File: config.mk
export PLATFORM = sky130hd
export DESIGN_NAME = mux_scan_sequencer
export DESIGN_NICKNAME = d
export VERILOG_FILES = /design/src/rtl/mux_scan_sequencer.sv
export SDC_FILE = /design/constraint.sdc
export NUM_CORES = 1
export LEC_CHECK = 0
export CAP_MARGIN = 15
export CORE_MARGIN = 10
export CORE_UTILIZATION = 65
export DETAILED_ROUTE_END_ITERATION = 10
export DONT_BUFFER_PORTS = 1
export PLACE_DENSITY = 0.81
export SETUP_SLACK_MARGIN = 0.5
export SKIP_LAST_GASP = 1
export SYNTH_ARGS = -nofsm -noshare
export SYNTH_HDL_FRONTEND = slang
export SYNTH_SLANG_ARGS = --single-unit
File: constraint.sdc
create_clock -name clk -period 2.77 [get_ports clk]
set_clock_uncertainty 0.2 [all_clocks]
set_input_delay 0.554 -clock clk [delete_from_list [all_inputs] [get_ports clk]]
set_output_delay 0.554 -clock clk [all_outputs]
set_load 0.01 [all_outputs]
File: src/rtl/mux_scan_sequencer.sv
// Purpose : steps an external 8:1 mux through every input, samples its output and packs the samples into one word.
// Latency : dataValid rises N*(SETTLE+1) edges after the edge that accepts start.
// Backpressure: the finished word is held with dataValid high until dataReady; start is ignored while busy.
//
// Ports:
//   clk          - single clock, rising edge
//   reset        - asynchronous, active-high; clears all state
//   start        - request one full scan (only honoured when idle)
//   selectLine   - select driven to the mux
//   muxOut       - mux data output (same clock domain, combinational path)
//   busy         - high from accepted start until the output handshake completes
//   capturedData - assembled word, bit k sampled while selectLine == k
//   dataValid    - capturedData is complete and stable
//   dataReady    - downstream accepts capturedData when high together with dataValid
module mux_scan_sequencer #(
    parameter int SEL_WIDTH = 3,
    parameter int SETTLE    = 1
) (
    input  logic                        clk,
    input  logic                        reset,
    input  logic                        start,
    output logic [SEL_WIDTH-1:0]        selectLine,
    input  logic                        muxOut,
    output logic                        busy,
    output logic [(1<<SEL_WIDTH)-1:0]   capturedData,
    output logic                        dataValid,
    input  logic                        dataReady
);

    localparam int N = 1 << SEL_WIDTH;

    localparam logic [1:0] ST_IDLE   = 2'd0;
    localparam logic [1:0] ST_SETTLE = 2'd1;
    localparam logic [1:0] ST_SAMPLE = 2'd2;
    localparam logic [1:0] ST_DONE   = 2'd3;

    // Settle counter is sized for the largest legal SETTLE (15).
    localparam logic [3:0]           CNT_LAST = 4'(SETTLE - 1);
    localparam logic [SEL_WIDTH-1:0] SEL_LAST = {SEL_WIDTH{1'b1}};

    logic [1:0]           r_state;
    logic [3:0]           r_cnt;
    logic [SEL_WIDTH-1:0] r_sel;
    logic [N-1:0]         r_cap;
    logic                 r_busy;
    logic                 r_vld;

    always_ff @(posedge clk or posedge reset) begin
        if (reset) begin
            r_state <= ST_IDLE;
            r_cnt   <= 4'd0;
            r_sel   <= '0;
            r_cap   <= '0;
            r_busy  <= 1'b0;
            r_vld   <= 1'b0;
        end else begin
            case (r_state)
                ST_IDLE: begin
                    r_sel <= '0;
                    if (start) begin
                        r_cap   <= '0;
                        r_cnt   <= 4'd0;
                        r_busy  <= 1'b1;
                        r_state <= ST_SETTLE;
                    end
                end
                ST_SETTLE: begin
                    // selectLine has been stable for SETTLE cycles once the
                    // counter reaches its last value; the next cycle samples.
                    r_cnt <= r_cnt + 4'd1;
                    if (r_cnt == CNT_LAST) begin
                        r_state <= ST_SAMPLE;
                    end
                end
                ST_SAMPLE: begin
                    r_cap[r_sel] <= muxOut;
                    if (r_sel == SEL_LAST) begin
                        // Scan terminates here; selectLine never wraps.
                        r_vld   <= 1'b1;
                        r_state <= ST_DONE;
                    end else begin
                        r_sel   <= r_sel + 1'b1;
                        r_cnt   <= 4'd0;
                        r_state <= ST_SETTLE;
                    end
                end
                ST_DONE: begin
                    // Word and select are held until the consumer takes it.
                    if (dataReady) begin
                        r_vld   <= 1'b0;
                        r_busy  <= 1'b0;
                        r_sel   <= '0;
                        r_state <= ST_IDLE;
                    end
                end
                default: begin
                    r_state <= ST_IDLE;
                end
            endcase
        end
    end

    assign selectLine   = r_sel;
    assign capturedData = r_cap;
    assign busy         = r_busy;
    assign dataValid    = r_vld;

endmodule

==> metrics, run 1 <==
Tmin final just under 2 ns; Final Hold Viols 0; ANT cells 0; endpoints failing setup 0; Skew-Pair Late Insertion Delay 0.30 ns; Final Cycle Share between 70% and 80%; Ys Warns 0; Net Switching roughly 350 uW; Clock Pin Slew Worst Setup and Hold Paths roughly 0.11 ns; r2r startpoint selectLine[1]; pwr dens between 800 and 900 nW/um2; vias in the first global route 670; Tot Pwr roughly 910 uW; drt total wl 1.92 mm; CTS tree built; Num Clock Sinks 19; Post-CTS Setup Bufs 0; initial antenna violation count 0; root buffer cell clkbuf_4; combinational share of power between 20% and 30%; Max VDD drop between 400 and 500 uV; RSZ-0062 raised after global routing false; Post-route DRC 0; Die Area approximately 3600 um2; fraction of power consumed by the clock network 15.4%; Post-CTS Hold Buffers 0; R2R cell count 5; max-slew violations 0; Vert. Die Dim around 60 um; WP data arrival ~2.0 ns; Placement Setup Slack approximately 0.81 ns; cts repair resizes 0; gr ovfl total 0; Buf+Inv Stages, Crit Path 0; All-Layer GR Usage a little under an eighth; global-route wire length before repair approximately 3.2 mm; crit start category flop; setup_tns 0 ns; CP endpoint kind flop; HP Class primary input to async pin; layout cells sized above 1 ~12%; Max-cap violations 0; HPWL after detailed placement approximately 1.4 mm; DRT met1 WL roughly 840 um; Top Ports 18; Max Clock Freq between 500 and 600 MHz; mapped cell area roughly 1100 um2; Final #Nets roughly 100; Max stage delay on crit path between 0.5 and 0.6 ns; Seq/Total Area, Yosys a little under half; number of synthesized flops with an enable pin 0; first drt pass iteration count 4; via count 678; GPL Wtd Cong between 0.7 and 0.8; crit-path cells ha_1 > ha_1 > nand2_1 > o31ai_1 > a211o_1; leakage power ~0.5 nW; total CTS buffers 3; slew margin rel. 54.5%; post-route antenna net violation count 0; largest net degree at the start of global routing 20; Worst EP required approximately 2.8 ns; Critical Path Source selectLine[1]; Flop pwr share between 50% and 60%; htree depth 1; internal power 560 uW; vias per cell approximately 6.3; Critical R2R Capture r_cnt[2]; CP top delay family flip-flops; crit-path max FO 12; main flop type after synthesis dfrtp_1; Sw Ratio about two fifths; design area approximately 1100 um2; Cell Area, Placed ~1000 um2; ys async rst share between 90% and 100%; wire per inst ~18 um; R2R Setup Slk 0.80 ns; Cells after Synth between 90 and 100; DR WL met2 between 800 and 900 um; Synth Area per Inst approximately 11 um2; Area Overhead vs Synth 0.119%; crit path max-delay cell type dfrtp_1; port bufs 0; net count after synthesis 102; Yosys cell types 31; core area ~1500 um2; clk buf depth 2; DR WL met3 about 160 um; Starting Density a little under 70%; CP dominant cell by count ha_1; 1st-iter DRT viols 25; highest metal used met4; worst slew pin tran ~0.7 ns; status completed; Site Rows 14; setup ws final 0.800 ns; flops & latches, synth 19; chip width 60.2 um; CP Class flop to flop
## per-stage QoR
step | cells | hold WS (ns) | utilization [%]
2_1_floorplan | 93 | 0.305 | -
3_3_place_gp | 103 | 0.354 | 67.3
3_5_place_dp | 103 | 0.371 | 67.3
4_1_cts | 107 | 0.0637 | 69.0
5_1_grt | 107 | 0.0638 | 69.0
6_report | 107 | 0.0305 | 69.0
## power by group through the flow
stage / Sequential (mW) / Combinational [mW] / Clock [mW]
2_1_floorplan: 0.436 / 0.315 / 0
3_3_place_gp: 0.501 / 0.265 / 0
3_5_place_dp: 0.507 / 0.270 / 0
4_1_cts: 0.502 / 0.274 / 0.141
5_1_grt: 0.521 / 0.314 / 0.153
6_report: 0.502 / 0.270 / 0.140
## synthesized netlist by cell type (all sizes together), types with 3 or more instances
cell type | number | area, um2
mux2i | 7 | 70.1
nor3b | 3 | 27.5
inv | 5 | 18.8
buf | 3 | 33.8
nand2 | 13 | 48.8
nand3b | 3 | 35.0
ha | 4 | 50.1
a22o | 5 | 43.8
dfrtp | 19 | 475
clkbuf | 3 | 11.3
a21oi | 3 | 15.0
o21ai | 5 | 25.0
## per-layer routing
| layer | vias to the layer above | track usage (%) |
|---|---|---|
| li1 | 329 | - |
| met1 | 323 | 14.2 |
| met2 | 20 | 16.6 |
| met3 | 6 | 5.30 |
| met4 | 0 | 5.13 |
| met5 | - | 0 |
## cell usage in the layout, fill, tap and decap left out, types with 3 or more instances in the layout
master	instances
a22o_1	5
nand2_1	13
dfrtp_1	19
inv_1	5
a21oi_1	3
mux2i_1	7
clkbuf_4	3
o21ai_0	5
ha_1	4
## cells by family after synthesis
| logic type | share of synthesized area (%) |
|---|---|
| mux | 8.81 |
| compound gates | 15.8 |
| simple gates | 17.6 |
| fa+ha+maj | 4.76 |
| buf+inv | 6.07 |
| xor+xnor | 1.67 |
| flops | 45.2 |
## registers in the layout, indices dropped and copies added, names as in the netlist
signal and cells:
dataValid 1, r_cnt 4, r_state 2, selectLine 3, busy 1, capturedData 8
## layout make-up
cell class / count / area (um2)
Sequential cell: 19 / 475
Clock buffer: 4 / 26.3
Fill cell: 114 / 472
Inverter: 5 / 18.8
Multi-Input combinational cell: 63 / 512
Tap cell: 16 / 20.0
## worst max-delay path by stage
stage               slack [ns]            end  cells past startpoint
detailed placement        0.81       r_cnt[2]                      5
finish                    0.80       r_cnt[2]                      5
global route              0.63  selectLine[0]                      5
CTS                       0.80  selectLine[0]                      5
global placement          0.90       r_cnt[2]                      5
floorplan                 1.06       r_cnt[2]                      5
(Power assumes the default switching activity.)
==> run 2: changes to the inputs <==
- CORE_UTILIZATION: 65 -> 60
- PLACE_DENSITY: 0.81 -> 0.76
- clock period: 2.77 -> 1.93 ns (I/O delays scaled with it)
==> run 2 against run 1 <==
- worst hold slack improved by 0.065 ns
- non-clock buffer count rose by 12
- sequential share of layout area decreased by 6.4 points
- critical path depth unchanged
- count of clock-buffer cells in the layout unchanged
- sequential power rose by 28%
- highest routed layer unchanged
==> metrics, run 2 (synthesis gave the netlist of run 1 again) <==
status completed; ANT cells 0; pwr dens between 1000 and 1500 nW/um2; post-route core utilization 73.1%; Max Clock Freq 622 MHz; commonest non-fill, non-tap cell in the layout dfrtp_1; Fillers roughly 110; Max stage delay on crit path 0.50 ns; Clock Pin Slew Worst Setup and Hold Paths approximately 0.11 ns; max-slew violations 0; root buffer cell clkbuf_4; Starting Density between 60% and 70%; All-Layer GR Usage approximately an eighth; HP Class primary input to flop; max reg flops 8; GPL Wtd Cong roughly 0.8; layout cells sized above 1 between 30% and 40%; Num Clock Sinks 19; crit-path max FO 5; Max-cap violations 0; Tmin final 1.61 ns; crit path max-delay cell type dfrtp_2; worst slew pin tran slightly above 0.3 ns; RSZ-0062 raised after global routing true; htree depth 1; setup ws final roughly 0.32 ns; endpoints failing setup 0; HPWL after detailed placement around 1.4 mm; via count 719; Tot Pwr 1.50 mW; CP dominant cell by count ha_4; Final #Nets between 100 and 150; Area Overhead vs Synth 17.5%; global-route wire length before repair 3.37 mm; Vert. Die Dim between 60 and 70 um; drt total wl 2.15 mm; Placement Setup Slack approximately 0.34 ns; chip width approximately 62 um; Worst EP required 1.91 ns; commonest non-fill, non-tap cells in the layout dfrtp_1 (16), nand2_1 (12), buf_4 (7), mux2i_1 (6); CP endpoint kind flop; initial antenna violation count 0; Hold WS approximately 0.095 ns; post-route antenna net violation count 0; vias per cell roughly 6.0; Die Area 3830 um2; Site Rows 15; Max VDD drop 713 uV; wire per inst ~18 um; WP data arrival roughly 1.6 ns; crit-path cells ha_4 > ha_4 > nand2_4 > mux2i_2 > mux2_2; first drt pass iteration count 4; port bufs 0; crit start category flop; vias in the first global route 704; slew margin rel. 79.6%; setup_tns 0 ns; largest net degree at the start of global routing 20; total CTS buffers 3; 1st-iter DRT viols 15; Skew-Pair Late Insertion Delay 0.29 ns; core area 1690 um2; CP Class flop to flop; Post-route DRC 0; Final Cycle Share 83.3%; Top Ports 18; leakage power 0.580 nW; clk buf depth 2; CTS tree built; gr ovfl total 0; Final Hold Viols 0
## run 2: cell count changes in the layout (fill, tap and decap cells not counted), sizes merged
cell / previous run / this run
dlygate4sd3: 0 / 2
buf: 0 / 10
## run 2: final cells by class
class                   instances  area (um2)  area share, %
multi-input cells              63         581           47.0
flip-flops and latches         19         479           38.8
repair buffers                 12         109           8.81
clock buffers                   4        26.3           2.13
well taps                      17        21.3           1.72
inverters                       5        18.8           1.52
## run 2: power breakdown
part / internal, mW / switching (mW)
logic: 0.345 / 0.312
registers: 0.504 / 0.138
clock network: 0.0802 / 0.121
total: 0.929 / 0.572
## run 2: repair_timing
item	4_1_cts	5_1_grt
endpoints found under the hold margin	19	1
hold buffers	1	1
endpoints found under the setup margin	17	18
cloned	1	0
pin swaps	0	1
resized for setup	7	2
setup buffers	1	3
## run 2: worst max-delay path, delay by kind of cell (launching register included)
kind                       cells  cell delay, ns
adders and majority gates      2            0.36
muxes                          2            0.36
DFF                            1            0.50
and+or+nand+nor                1            0.08
## run 2: path summary, 6_finish.rpt
kind	start	to	slack, ns	cells after the start
worst max-delay path	selectLine[0]	selectLine[0]	0.32	5
worst min-delay path	dataReady	dataValid	0.1	3
worst max register to register	selectLine[0]	selectLine[0]	0.32	5
worst min register to register	dataValid	dataValid	0.39	2
max in group asynchronous	reset	selectLine[0]	0.96	3
min in group asynchronous	reset	r_cnt[1]	0.34	3
## run 2: layer usage
metal	global-route usage, %	vias to the layer above	wire (um)
met5	0	-	0
met4	4.78	0	23
met3	4.07	2	127
met2	17.1	14	1060
met1	15.6	352	934
li1	-	351	-
## run 2: per-stage QoR
stage	area [um2]	std cells
2_1_floorplan	1100	93
3_3_place_gp	1120	109
3_5_place_dp	1120	109
4_1_cts	1190	116
5_1_grt	1230	120
6_report	1230	120
